$ cat config.mk
export PLATFORM = sky130hd
export DESIGN_NAME = nvdla_mcif_write_ig_cmd_arb_flat
export DESIGN_NICKNAME = d
export VERILOG_FILES = /design/src/rtl/nvdla_mcif_write_ig_cmd_arb_if.sv /design/src/rtl/nvdla_mcif_write_ig_cmd_arb.sv /design/src/flat_wrapper.sv
export SDC_FILE = /design/constraint.sdc
export NUM_CORES = 1
export LEC_CHECK = 0
export BUFFER_PORTS_ARGS = -buffer_cell sky130_fd_sc_hd__buf_2
export CAP_MARGIN = 10
export CORE_AREA = 2 2 169 171
export CTS_BUF_LIST = sky130_fd_sc_hd__clkbuf_2
export DETAILED_ROUTE_END_ITERATION = 8
export DIE_AREA = 0 0 171 173
export PLACE_DENSITY = 0.48
export SYNTH_ARGS = -nofsm -noshare
export SYNTH_HDL_FRONTEND = slang
export SYNTH_SLANG_ARGS = --single-unit
$ cat constraint.sdc
create_clock -name nvdla_core_clk -period 5.2 [get_ports nvdla_core_clk]
set_input_delay 1.04 -clock nvdla_core_clk [delete_from_list [all_inputs] [get_ports nvdla_core_clk]]
set_output_delay 1.04 -clock nvdla_core_clk [all_outputs]
set_load 0.01 [all_outputs]
$ cat src/rtl/nvdla_mcif_write_ig_cmd_arb_if.sv
// Handshake bundle between the command sources, the weight registers and the
// downstream splitter for the MCIF write ingress command arbiter.
interface nvdla_mcif_write_ig_cmd_arb_if #(
  parameter int PD_W    = 77,
  parameter int NUM_SRC = 4
);
  logic [NUM_SRC-1:0]      src_cmd_vld;
  logic [NUM_SRC*PD_W-1:0] src_cmd_pd;
  logic [NUM_SRC-1:0]      src_cmd_rdy;
  logic [NUM_SRC*8-1:0]    reg2arb_wt;
  logic                    arb2spt_cmd_vld;
  logic [PD_W-1:0]         arb2spt_cmd_pd;
  logic [1:0]              arb2spt_cmd_id;
  logic                    arb2spt_cmd_rdy;

  // Environment side: sources, weight registers and the downstream consumer.
  modport master (
    output src_cmd_vld, src_cmd_pd, reg2arb_wt, arb2spt_cmd_rdy,
    input  src_cmd_rdy, arb2spt_cmd_vld, arb2spt_cmd_pd, arb2spt_cmd_id
  );

  // Arbiter side.
  modport slave (
    input  src_cmd_vld, src_cmd_pd, reg2arb_wt, arb2spt_cmd_rdy,
    output src_cmd_rdy, arb2spt_cmd_vld, arb2spt_cmd_pd, arb2spt_cmd_id
  );
endinterface

$ cat src/rtl/nvdla_mcif_write_ig_cmd_arb.sv
// Four-source write command arbiter with a one-entry registered output stage.
// Define NVDLA_MCIF_WRITE_IG_ARB_WT_EN for weighted burst-then-rotate; default is plain round-robin.
module nvdla_mcif_write_ig_cmd_arb #(
  parameter int PD_W    = 77,
  parameter int NUM_SRC = 4
) (
  input logic                          nvdla_core_clk,
  input logic                          nvdla_core_rst,
  nvdla_mcif_write_ig_cmd_arb_if.slave arb
);

  logic               outFree;
  logic               xfer;
  logic               gntAny;
  logic [NUM_SRC-1:0] eligible;
  logic [NUM_SRC-1:0] gnt;
  logic [1:0]         gntIdx;
  logic [1:0]         searchIdx;
  logic [1:0]         ptr_q, ptr_d;
  logic               vld_q, vld_d;
  logic [PD_W-1:0]    pd_q, pd_d;
  logic [1:0]         id_q, id_d;

  // The output slot can take a new command when empty or being drained this cycle.
  assign outFree = !vld_q || arb.arb2spt_cmd_rdy;

`ifdef NVDLA_MCIF_WRITE_IG_ARB_WT_EN
  logic [NUM_SRC-1:0][7:0] credit_q, credit_d, effCredit;
  logic [NUM_SRC-1:0]      hasCredit;
  logic                    needReload;
  logic [7:0]              grantedLeft;

  // When every valid source is out of credit, arbitrate on freshly loaded weights this same cycle.
  always_comb begin
    hasCredit = '0;
    for (int i = 0; i < NUM_SRC; i++) begin
      hasCredit[i] = arb.src_cmd_vld[i] && (credit_q[i] != 8'd0);
    end
    needReload = (|arb.src_cmd_vld) && !(|hasCredit);
    effCredit  = needReload ? arb.reg2arb_wt : credit_q;
    eligible   = '0;
    for (int i = 0; i < NUM_SRC; i++) begin
      eligible[i] = arb.src_cmd_vld[i] && (effCredit[i] != 8'd0);
    end
  end

  always_comb begin
    credit_d    = needReload ? effCredit : credit_q;
    ptr_d       = ptr_q;
    grantedLeft = effCredit[gntIdx] - 8'd1;
    if (xfer) begin
      credit_d[gntIdx] = grantedLeft;
      ptr_d            = (grantedLeft != 8'd0) ? gntIdx : gntIdx + 2'd1;
    end
  end
`else
  logic unused_wt;

  assign unused_wt = ^arb.reg2arb_wt;
  assign eligible  = arb.src_cmd_vld;

  always_comb begin
    ptr_d = ptr_q;
    if (xfer) begin
      ptr_d = gntIdx + 2'd1;
    end
  end
`endif

  // Circular first-eligible search starting at the pointer.
  always_comb begin
    gnt       = '0;
    gntIdx    = ptr_q;
    gntAny    = 1'b0;
    searchIdx = ptr_q;
    for (int k = 0; k < NUM_SRC; k++) begin
      searchIdx = ptr_q + 2'(k);
      if (!gntAny && eligible[searchIdx]) begin
        gntAny = 1'b1;
        gntIdx = searchIdx;
      end
    end
    gnt[gntIdx] = gntAny;
  end

  assign xfer            = gntAny && outFree && !nvdla_core_rst;
  assign arb.src_cmd_rdy = (outFree && !nvdla_core_rst) ? gnt : '0;

  always_comb begin
    vld_d = vld_q;
    pd_d  = pd_q;
    id_d  = id_q;
    if (xfer) begin
      vld_d = 1'b1;
      pd_d  = arb.src_cmd_pd[int'(gntIdx)*PD_W +: PD_W];
      id_d  = gntIdx;
    end else if (arb.arb2spt_cmd_rdy) begin
      vld_d = 1'b0;
    end
  end

  always_ff @(posedge nvdla_core_clk) begin
    if (nvdla_core_rst) begin
      ptr_q    <= 2'd0;
      vld_q    <= 1'b0;
      pd_q     <= '0;
      id_q     <= 2'd0;
`ifdef NVDLA_MCIF_WRITE_IG_ARB_WT_EN
      credit_q <= '0;
`endif
    end else begin
      ptr_q    <= ptr_d;
      vld_q    <= vld_d;
      pd_q     <= pd_d;
      id_q     <= id_d;
`ifdef NVDLA_MCIF_WRITE_IG_ARB_WT_EN
      credit_q <= credit_d;
`endif
    end
  end

  assign arb.arb2spt_cmd_vld = vld_q;
  assign arb.arb2spt_cmd_pd  = pd_q;
  assign arb.arb2spt_cmd_id  = id_q;

endmodule

$ cat src/flat_wrapper.sv
// flat-port wrapper written by rule: the top's interface ports become plain ports
module nvdla_mcif_write_ig_cmd_arb_flat 
#(
  parameter int PD_W    = 77,
  parameter int NUM_SRC = 4
)
  (nvdla_core_clk, nvdla_core_rst, arb_src_cmd_vld, arb_src_cmd_pd, arb_reg2arb_wt, arb_arb2spt_cmd_rdy, arb_src_cmd_rdy, arb_arb2spt_cmd_vld, arb_arb2spt_cmd_pd, arb_arb2spt_cmd_id);
  nvdla_mcif_write_ig_cmd_arb_if #(.PD_W(PD_W), .NUM_SRC(NUM_SRC)) arb_i ();
  input logic nvdla_core_clk;
  input logic nvdla_core_rst;
  input wire logic [$bits(arb_i.src_cmd_vld)-1:0] arb_src_cmd_vld;
  input wire logic [$bits(arb_i.src_cmd_pd)-1:0] arb_src_cmd_pd;
  input wire logic [$bits(arb_i.reg2arb_wt)-1:0] arb_reg2arb_wt;
  input wire logic [$bits(arb_i.arb2spt_cmd_rdy)-1:0] arb_arb2spt_cmd_rdy;
  output wire logic [$bits(arb_i.src_cmd_rdy)-1:0] arb_src_cmd_rdy;
  output wire logic [$bits(arb_i.arb2spt_cmd_vld)-1:0] arb_arb2spt_cmd_vld;
  output wire logic [$bits(arb_i.arb2spt_cmd_pd)-1:0] arb_arb2spt_cmd_pd;
  output wire logic [$bits(arb_i.arb2spt_cmd_id)-1:0] arb_arb2spt_cmd_id;
  assign arb_i.src_cmd_vld = arb_src_cmd_vld;
  assign arb_i.src_cmd_pd = arb_src_cmd_pd;
  assign arb_i.reg2arb_wt = arb_reg2arb_wt;
  assign arb_i.arb2spt_cmd_rdy = arb_arb2spt_cmd_rdy;
  assign arb_src_cmd_rdy = arb_i.src_cmd_rdy;
  assign arb_arb2spt_cmd_vld = arb_i.arb2spt_cmd_vld;
  assign arb_arb2spt_cmd_pd = arb_i.arb2spt_cmd_pd;
  assign arb_arb2spt_cmd_id = arb_i.arb2spt_cmd_id;
  nvdla_mcif_write_ig_cmd_arb #(.PD_W(PD_W), .NUM_SRC(NUM_SRC)) u_core (.nvdla_core_clk(nvdla_core_clk), .nvdla_core_rst(nvdla_core_rst), .arb(arb_i));
endmodule
Word-level counts from Yosys, hierarchy flattened
Index checks and enable logic that the tools add are counted.

Bits in registers: 82. Input bits: 347. Output and inout port bits: 84.

Add/subtract/negate cells: 4. $mul: 1. Magnitude comparators: 6. Shifts and indexed selects: 1. Muxes and demuxes: 20. Bitwise gates (word level): 1. Reduce and logical (&&, ||, !) cells: 14.

Operators by type and width (count): $shiftx A308 B32 Y77 (1); $lt A2 B3 Y1 const B (5); $mux W1 (11); $mul A2 B7 Y9 const B (1); $bmux W1 S2 (4); $logic_and A1 B1 Y1 (7); $mux W2 (3); $logic_not A1 Y1 (5); $add A2 B1 Y2 const B (2); $add A2 B2 Y2 const B (2); $and A4 B4 Y4 (1); $mux W4 (1); $demux W1 S2 (1); $ge A2 B1 Y1 const B (1); $reduce_bool A2 Y1 (1); $logic_or A1 B1 Y1 (1).

Logic depth before layout (Yosys ltp)
Gate-level depths: netlist of run 1.

Depth in word-level cells: 18. Mapped depth: 8.

Worst setup path before layout of run 1
OpenSTA, ideal clock, no wires.

Path type: input port to output port. From: input port arb_src_cmd_vld[0]. To: output port arb_src_cmd_rdy[1]. Arrival: 2221 ps. Setup slack: 1939 ps. Stages on the path: 6. Path buffers: 1. Path through: or4_1 nand2_1 nor2_1 nand2_2 buf_2 nor2_1.

Cells in the longest elaborated chain, start to end: 18.

RTL lines: start: declaration (RTL line flat_wrapper.sv:11) `input wire logic [$bits(arb_i.src_cmd_vld)-1:0] arb_src_cmd_vld;`; $bmux W1 S2 (RTL line nvdla_mcif_write_ig_cmd_arb.sv:78) `if (!gntAny && eligible[searchIdx]) begin`; $mux W1 (not written as such) (RTL line nvdla_mcif_write_ig_cmd_arb.sv:78); $mux W1 (RTL line nvdla_mcif_write_ig_cmd_arb.sv:78); $logic_not A1 Y1 (RTL line nvdla_mcif_write_ig_cmd_arb.sv:78); $logic_and A1 B1 Y1 (RTL line nvdla_mcif_write_ig_cmd_arb.sv:78); $mux W1 (RTL line nvdla_mcif_write_ig_cmd_arb.sv:78); $logic_not A1 Y1 (RTL line nvdla_mcif_write_ig_cmd_arb.sv:78); $logic_and A1 B1 Y1 (RTL line nvdla_mcif_write_ig_cmd_arb.sv:78); [... 2 more ...]; $logic_and A1 B1 Y1 (RTL line nvdla_mcif_write_ig_cmd_arb.sv:78); $mux W2 (RTL line nvdla_mcif_write_ig_cmd_arb.sv:78); $lt A2 B3 Y1 (not written as such) or $ge A2 B1 Y1 (tied branches) (RTL line nvdla_mcif_write_ig_cmd_arb.sv:83) `gnt[gntIdx] = gntAny;`; $logic_and A1 B1 Y1 (not written as such) (RTL line nvdla_mcif_write_ig_cmd_arb.sv:83); $mux W1 (not written as such) (RTL line nvdla_mcif_write_ig_cmd_arb.sv:83); $demux W1 S2; $and A4 B4 Y4 (no source line) (*); $mux W4 (*) (RTL line nvdla_mcif_write_ig_cmd_arb.sv:87) `assign arb.src_cmd_rdy = (outFree && !nvdla_core_rst) ? gnt : '0;`; end: declaration (RTL line flat_wrapper.sv:15) `output wire logic [$bits(arb_i.src_cmd_rdy)-1:0] arb_src_cmd_rdy;`.

Mark *: on every way between the ends. The rest lies on a longest branch, timed or not. The select of a mux whose other input is x is not followed.

Worst setup path after layout of run 1
From: input port arb_src_cmd_vld[0]. To: output port arb_src_cmd_rdy[3].

The elaborated chain is that of the path after synthesis.

==> flow_summary.ini, run 1 <==
[yosys]
synth-seq-cells = 82
yosys-top-cells-area = dfxtp_1 30%, mux2i_1 28%, o221ai_2 21%, nand2_1 5.8%, buf_12 4.1%
synth-edff-count = 0
synth_top_cell_by_area = dfxtp_1
yosysWarnings = 0
synth_cells = 476
yosys-top-cells-count = 153 x mux2i_1, 84 x nand2_1, 82 x dfxtp_1
syn_nets = 823
yosysMostFrequentCell = mux2i_1
ys.flop_type = dfxtp_1
synth-simple-area-share_pct = 8.33
synth_area_mm2 = 0.00540
synth-adder-area-share_pct = 0
ys_seq_area_share_pct = 30.4
yosys-mux-area-fraction_pct = 28.4
async_reset_ff_share_pct = 0
synth_compound_area_share_pct = 23.3
synthXorXnorAreaFrac_pct = 0.162
synth_top_family_by_area = multiplexers
yosys.area.top_type_share_pct = 30.4
avgSynthCellArea_um2 = 11.3
ys_types = 33

[worst_setup_path]
critPathCaptureType = output pin
rr_startpoint = u_core.ptr_q[1]
critPathRequiredTime_ns = 4.16
cp.arrival_ns = 2.31
cp_max_fo = 5
r2r_slack_ns = 2.94
path_class = primary input to output pin
startpoint_type = primary input
r2r-end = u_core.arb.arb2spt_cmd_pd[55]
reg2regPathDepth = 6

[power]
ir_drop_mv = 0.182
p_leak_nw = 3.57
netSwitchingFraction_pct = 39.5
clockPowerShare_pct = 15.3
internal_power_w = 0.00125
pwr-share-comb_pct = 45.6
power.switching_w = 0.000812
seq_power_share_pct = 39.1
power.density_mw_per_mm2 = 273

[timing]
maxSlewHeadroom_pct = 24.9
finalSetupViolations = 0
setup_tns_ns = 0
worst_slew_pin_slew_ns = 1.13
fmax_mhz = 299
fin_worst_skew_ns = 0.0367
hold_ws_ns = 0.490
hold_violations = 0
finalCritPeriodShare_pct = 64.4
fin_crit_ns = 3.35
maxSlewViolCount = 0
rsz0062_at_grt = false

[finish]
multiInputGateArea_mm2 = 0.00326
nets = 1194
seq_area_mm2 = 0.00164
area_growth_pct = 39.6
drive_gt1_share_pct = 58.5
n_fill_cell = 3025

[floorplan]
initial_core_util_pct = 19.5
die_w_um = 171
dieArea_mm2 = 0.0296
pin_count = 431
row_count = 61
core_mm2 = 0.0276
die_height_um = 173

[route]
drc = 0
avgViaCountPerCell = 4.11
antenna_left = 0
drt-pass1-iter-count = 4
vias = 5064
drtIter0Drc = 146
wl_per_cell_um = 14.8
wl_um = 18200

[clocking]
clock-sinks = 82
ctsHtreeMaxLevel = 3
cts_buffer_depth = 2
ctsResizeCount = 0
cts_made_buffers = 9
cts_tree = done
postCtsSetupRepairBufs = 0
cts-root-buf = clkbuf_2
clk_latency_ns = 0.57
holdBufCountCts = 0
cts.clk_slew.worst_paths_ns = 0.25

[placed_design]
port_buffers = 398
gp_congestion = 0.730
dp_hpwl_um = 14400

[grt]
grt_pass1_wl_um = 27200
grt_usage_pct = 11.7
grt_pass1_vias = 4988
grt_overflow_total = 0
grt_max_degree = 86
antenna_found_initial = 1

[outcome]
status = complete, no violations

[hold_path]
whs_path_depth = 2
min_to = u_core.arb.arb2spt_cmd_id[0]
hp-start = u_core.arb.arb2spt_cmd_id[0]
hold_class = flip-flop to flip-flop

[job]
cap_viol_max_count = 0
[worst max-delay path: stages]
cell,delay [ns]
buf_2,0.13
or4_1,0.54
nand2_1,0.15
nor2_1,0.13
nand2_4,0.11
nor2_1,0.06
buf_2,0.14
[worst max-delay path by stage]
stage / from / end / cells past startpoint
after CTS: arb_src_cmd_vld[2] / arb_src_cmd_rdy[0] / 7
after global routing: arb_src_cmd_vld[0] / arb_src_cmd_rdy[0] / 7
after global placement: arb_src_cmd_vld[2] / arb_src_cmd_rdy[0] / 7
final: arb_src_cmd_vld[0] / arb_src_cmd_rdy[3] / 7
after detailed placement: arb_src_cmd_vld[2] / arb_src_cmd_rdy[0] / 7
after floorplan: arb_src_cmd_vld[0] / arb_src_cmd_rdy[1] / 6
[registers in the layout (all words and copies together), names as in the netlist]
register and cells:
u_core.arb.arb2spt_cmd_id 2, u_core.arb.arb2spt_cmd_pd 77, u_core.ptr_q 2, u_core.arb.arb2spt_cmd_vld 1
[layout make-up]
cell class / count / share of cell area, %
Antenna cell: 1 / 0.0332
Clock buffer: 9 / 0.598
Tap cell: 378 / 6.28
Clock inverter: 7 / 0.598
Sequential cell: 82 / 21.8
Inverter: 1 / 0.0499
Multi-Input combinational cell: 349 / 43.3
Timing Repair Buffer: 404 / 27.4
[stage by stage]
step           setup slack, ns  instances  power [W]  area, um^2  util (%)
3_3_place_gp              1.84       1214    0.00177        7440      26.9
4_1_cts                   1.85       1230    0.00212        7530      27.2
6_report                  1.85       1231    0.00206        7530      27.3
2_1_floorplan             1.94        476    0.00152        5400         -
3_5_place_dp              1.85       1214    0.00177        7440      26.9
5_1_grt                   1.71       1231    0.00220        7530      27.3
[logic make-up (layout without fill, tap and decap cells)]
kind of cell           count (synthesis)  after routing
AO/OA/AOI/OAI                         89             89
XOR/XNOR                               1              1
buffers and inverters                 45            421
flip-flops                            82             82
multiplexers                         153            153
other                                  0              1
AND/OR/NAND/NOR                      106            106
[power groups by stage]
stage | registers (W) | logic (W) | clock network, W
2_1_floorplan | 0.000867 | 0.000648 | 0
3_3_place_gp | 0.000813 | 0.000956 | 0
3_5_place_dp | 0.000815 | 0.000956 | 0
4_1_cts | 0.000804 | 0.000957 | 0.000355
5_1_grt | 0.000818 | 0.00101 | 0.000371
6_report | 0.000803 | 0.000939 | 0.000315
[per-layer routing]
layer  share of wire [%]  wire length [um]  global-route usage (%)
met3                 6.1              1110                    2.36
met5                   0                 0                       0
met4                0.80               145                    3.11
met1                  40              7340                    13.4
met2                  53              9580                    21.7
[placed cells by master (no fill, tap or decap), types with 3 or more instances in the layout]
master	instances
buf_2	398
clkinv_1	3
mux2i_1	153
a21oi_1	3
nand2b_1	4
dfxtp_1	82
nor2_1	8
nand2_1	84
clkbuf_2	9
o221ai_2	76
buf_4	4
No activity file was read; power rests on OpenSTA's default activity.
==> run 2: changes to the inputs <==
- clock period: 5.2 -> 3.15 ns (I/O delays scaled with it)
==> flow_summary.ini, run 2 (same netlist as run 1, synthesis figures left out) <==
[finish]
area_growth_pct = 41.5
largest_reg_flops = 77
nets = 1200
final_area_mm2 = 0.00763
final_cell_mix = 398 x buf_2, 153 x mux2i_1, 84 x nand2_1, 82 x dfxtp_1, 76 x o221ai_2
final_common_cell = buf_2
drive_gt1_share_pct = 59.0
final_cells = 1236

[power]
finalPower_w = 0.00344
power.density_mw_per_mm2 = 451
ir_drop_mv = 0.184
p_leak_nw = 3.62

[clocking]
ctsHtreeMaxLevel = 3
clock-sinks = 82
postCtsSetupRepairBufs = 0
cts_tree = done
holdBufCountCts = 0
clk_latency_ns = 0.59
cts_made_buffers = 9
cts-root-buf = clkbuf_2
cts.clk_slew.worst_paths_ns = 0.26
cts_buffer_depth = 2
ctsResizeCount = 0

[route]
antenna_left = 0
drtIter0Drc = 111
wl_per_cell_um = 14.8
drt-pass1-iter-count = 4
vias = 5045
wl_um = 18200
drc = 0
avgViaCountPerCell = 4.08

[timing]
worst_slew_pin_slew_ns = 0.512
setup_tns_ns = 0
fin_worst_skew_ns = 0.0406
fin_crit_ns = 2.75
worst_slack_ns = 0.395
fmax_mhz = 363
rsz0062_at_grt = false
maxSlewHeadroom_pct = 65.9
hold_violations = 0
finalSetupViolations = 0
finalCritPeriodShare_pct = 87.5
maxSlewViolCount = 0

[grt]
use_met1_pct = 13.3
grt_pass1_vias = 5065
antenna_found_initial = 1
busiest_layer = met2
use_met3_pct = 2.77
grt_overflow_total = 0
grtUsageMet2_pct = 21.4
grt_usage_pct = 11.6
grt_pass1_wl_um = 26800
grt_max_degree = 69

[placed_design]
place_ws_ns = 0.557
port_buffers = 398
gp_congestion = 0.772
dp.cells = 1220
dp_hpwl_um = 14600
placed_area_mm2 = 0.00754

[worst_setup_path]
path_class = flip-flop to output pin
startpoint_type = flip-flop
cp.arrival_ns = 2.12
r2r_slack_ns = 0.97
critPathRequiredTime_ns = 2.52
cp_max_fo = 6
critPathCaptureType = output pin

[floorplan]
row_count = 61
initial_core_util_pct = 19.5
die_height_um = 173
die_w_um = 171
pin_count = 431
core_mm2 = 0.0276
dieArea_mm2 = 0.0296

[hold_path]
hold_class = primary input to flip-flop

[job]
cap_viol_max_count = 0

[outcome]
status = complete, no violations
[run 2: layout make-up]
type	count	area (um^2)
diodes	1	2.50
clock buffers	11	55.1
clock inverters	4	30.0
fillers	2980	20000
inverters	1	3.75
multi-input cells	349	3260
flip-flops and latches	82	1640
well taps	378	473
repair buffers	410	2170
[run 2: metal layers]
layer,vias up,part of all wire (%)
li1,2564,-
met1,2282,41
met2,190,51
met3,9,6.5
met4,0,0.90
met5,-,0
[run 2: final timing paths]
check | start | endpoint | depth (start not counted)
max | u_core.ptr_q[0] | arb_src_cmd_rdy[2] | 6
min | arb_src_cmd_pd[244] | u_core.arb.arb2spt_cmd_pd[13] | 3
min reg2reg | u_core.arb.arb2spt_cmd_id[1] | u_core.arb.arb2spt_cmd_id[1] | 2
max reg2reg | u_core.ptr_q[1] | u_core.arb.arb2spt_cmd_pd[60] | 7
[run 2: worst max-delay path, cell delays in order (launching register included)]
cell and delay, ns:
dfxtp_1 0.43, nor2b_1 0.07, a21o_1 0.18, a221oi_4 0.42, nand2b_4 0.27, nor2_1 0.05, buf_2 0.14
[run 2: report_power, final]
| part | internal (W) | switching [W] | total, W |
|---|---|---|---|
| Sequential | 0.00123 | 0.0000971 | 0.00133 |
| Clock | 0.000104 | 0.000416 | 0.000520 |
| Combinational | 0.000759 | 0.000837 | 0.00160 |
| Total | 0.00209 | 0.00135 | 0.00344 |
[run 2: metrics by stage]
step	util, %	hold WS [ns]
2_1_floorplan	-	0.444
3_3_place_gp	27.3	0.439
3_5_place_dp	27.3	0.443
4_1_cts	27.6	0.203
5_1_grt	27.6	0.176
6_report	27.6	0.302
==> run 3: changes to the inputs <==
- BUFFER_PORTS_ARGS: -buffer_cell sky130_fd_sc_hd__buf_2 -> not set
- DONT_BUFFER_PORTS: not set -> 1
- PLACE_DENSITY: 0.48 -> 0.34
==> flow_summary.ini, run 3 (same netlist as run 1, synthesis figures left out) <==
[outcome]
status = complete, no violations

[clocking]
postCtsSetupRepairBufs = 0
ctsResizeCount = 0
clk_latency_ns = 0.56
cts_made_buffers = 9
cts_buffer_depth = 2
cts-root-buf = clkbuf_2
cts_tree = done
ctsHtreeMaxLevel = 3
cts.clk_slew.worst_paths_ns = 0.23
clock-sinks = 82
holdBufCountCts = 1

[floorplan]
die_height_um = 173
pin_count = 431
core_mm2 = 0.0276
die_w_um = 171
initial_core_util_pct = 19.5
dieArea_mm2 = 0.0296
row_count = 61

[route]
antenna_left = 0
wl_per_cell_um = 18.6
drt-pass1-iter-count = 4
drtIter0Drc = 123
wl_um = 15600
avgViaCountPerCell = 4.49
vias = 3762
drc = 0

[timing]
rsz0062_at_grt = false
worst_slew_pin_slew_ns = 0.617
worst_slack_ns = 0.316
finalSetupViolations = 0
maxSlewHeadroom_pct = 58.9
maxSlewViolCount = 0
hold_violations = 0
fmax_mhz = 353
fin_crit_ns = 2.83
setup_tns_ns = 0
hold_ws_ns = 0.122
finalCritPeriodShare_pct = 90.0
fin_worst_skew_ns = 0.0464

[finish]
multiInputGateArea_mm2 = 0.00326
final_core_util_pct = 20.4
final_cell_mix = 153 x mux2i_1, 84 x nand2_1, 82 x dfxtp_1, 76 x o221ai_2, 12 x clkbuf_2
largest_reg_flops = 77
drive_gt1_share_pct = 23.0
area_growth_pct = 4.50
nets = 799
final_common_cell = mux2i_1
final_area_mm2 = 0.00564
seq_area_mm2 = 0.00164
n_fill_cell = 3052

[worst_setup_path]
crit_family = flip-flops
critPathSlowestCell = dfxtp_1
startpoint_type = flip-flop
max_stage_delay_ns = 0.52
critPathCaptureType = output pin
worst-path-buf-inv = 1
critPathRequiredTime_ns = 2.52
path_class = flip-flop to output pin
cp.arrival_ns = 2.20
cp_max_fo = 78
r2r_slack_ns = 0.94
path_cells = nor3_1, a31o_1, o21ai_4, buf_12, nor2_1

[hold_path]
hold_class = primary input to flip-flop

[power]
ir_drop_mv = 0.290
p_leak_nw = 1.96
power.density_mw_per_mm2 = 557

[placed_design]
port_buffers = 0
dp_hpwl_um = 12100
gp_congestion = 0.732
place_ws_ns = 0.689
placed_area_mm2 = 0.00551

[grt]
grt_pass1_wl_um = 22800
antenna_found_initial = 3
grt_max_degree = 81
grt_pass1_vias = 3899
grt_usage_pct = 10.0
grt_overflow_total = 0

[job]
cap_viol_max_count = 0
## run 3: cell count changes in the layout (fill, tap and decap cells not counted), sizes merged
cell         change
buf            -402
dlygate4sd3      +1
clkinvlp         -1
bufinv           +1
clkbuf           +1
diode            +1
## run 3: final timing paths
path	from	endpoint	cells after the start
worst max-delay path	u_core.ptr_q[1]	arb_src_cmd_rdy[0]	5
worst min-delay path	nvdla_core_rst	u_core.arb.arb2spt_cmd_id[0]	1
worst max register to register	u_core.ptr_q[1]	u_core.arb.arb2spt_cmd_pd[16]	6
worst min register to register	u_core.ptr_q[0]	u_core.ptr_q[0]	2
## run 3: per-stage QoR
step / std cells / power [W]
final: 837 / 0.00314
after global routing: 836 / 0.00336
after CTS: 835 / 0.00324
after detailed placement: 818 / 0.00259
after global placement: 818 / 0.00256
after floorplan: 476 / 0.00250
## run 3: report_power, final
part,internal [W],switching [W]
registers,0.00123,0.000238
clock network,0.000192,0.000418
logic,0.000489,0.000574
## run 3: routing by layer
metal	wire, um	vias to the layer above	global-route usage [%]
met5	12	-	0
met4	226	2	3.25
met3	1220	14	3.39
met2	8240	183	18.2
met1	5880	1790	10.8
li1	-	1773	-
## run 3: area by class of cell
cell class	instances	share of cell area [%]
flip-flops and latches	82	29.1
repair buffers	9	2.57
inverters	1	0.0666
well taps	378	8.39
diodes	2	0.0888
clock inverters	4	0.932
multi-input cells	349	57.8
clock buffers	12	1.07
## run 3: worst reg2reg max path: stages, from the launching register on
cell,delay (ns)
dfxtp_1,0.52
nor3_1,0.10
a31o_1,0.23
o21ai_4,0.20
buf_12,0.39
mux2i_1,0.58
o221ai_2,0.13
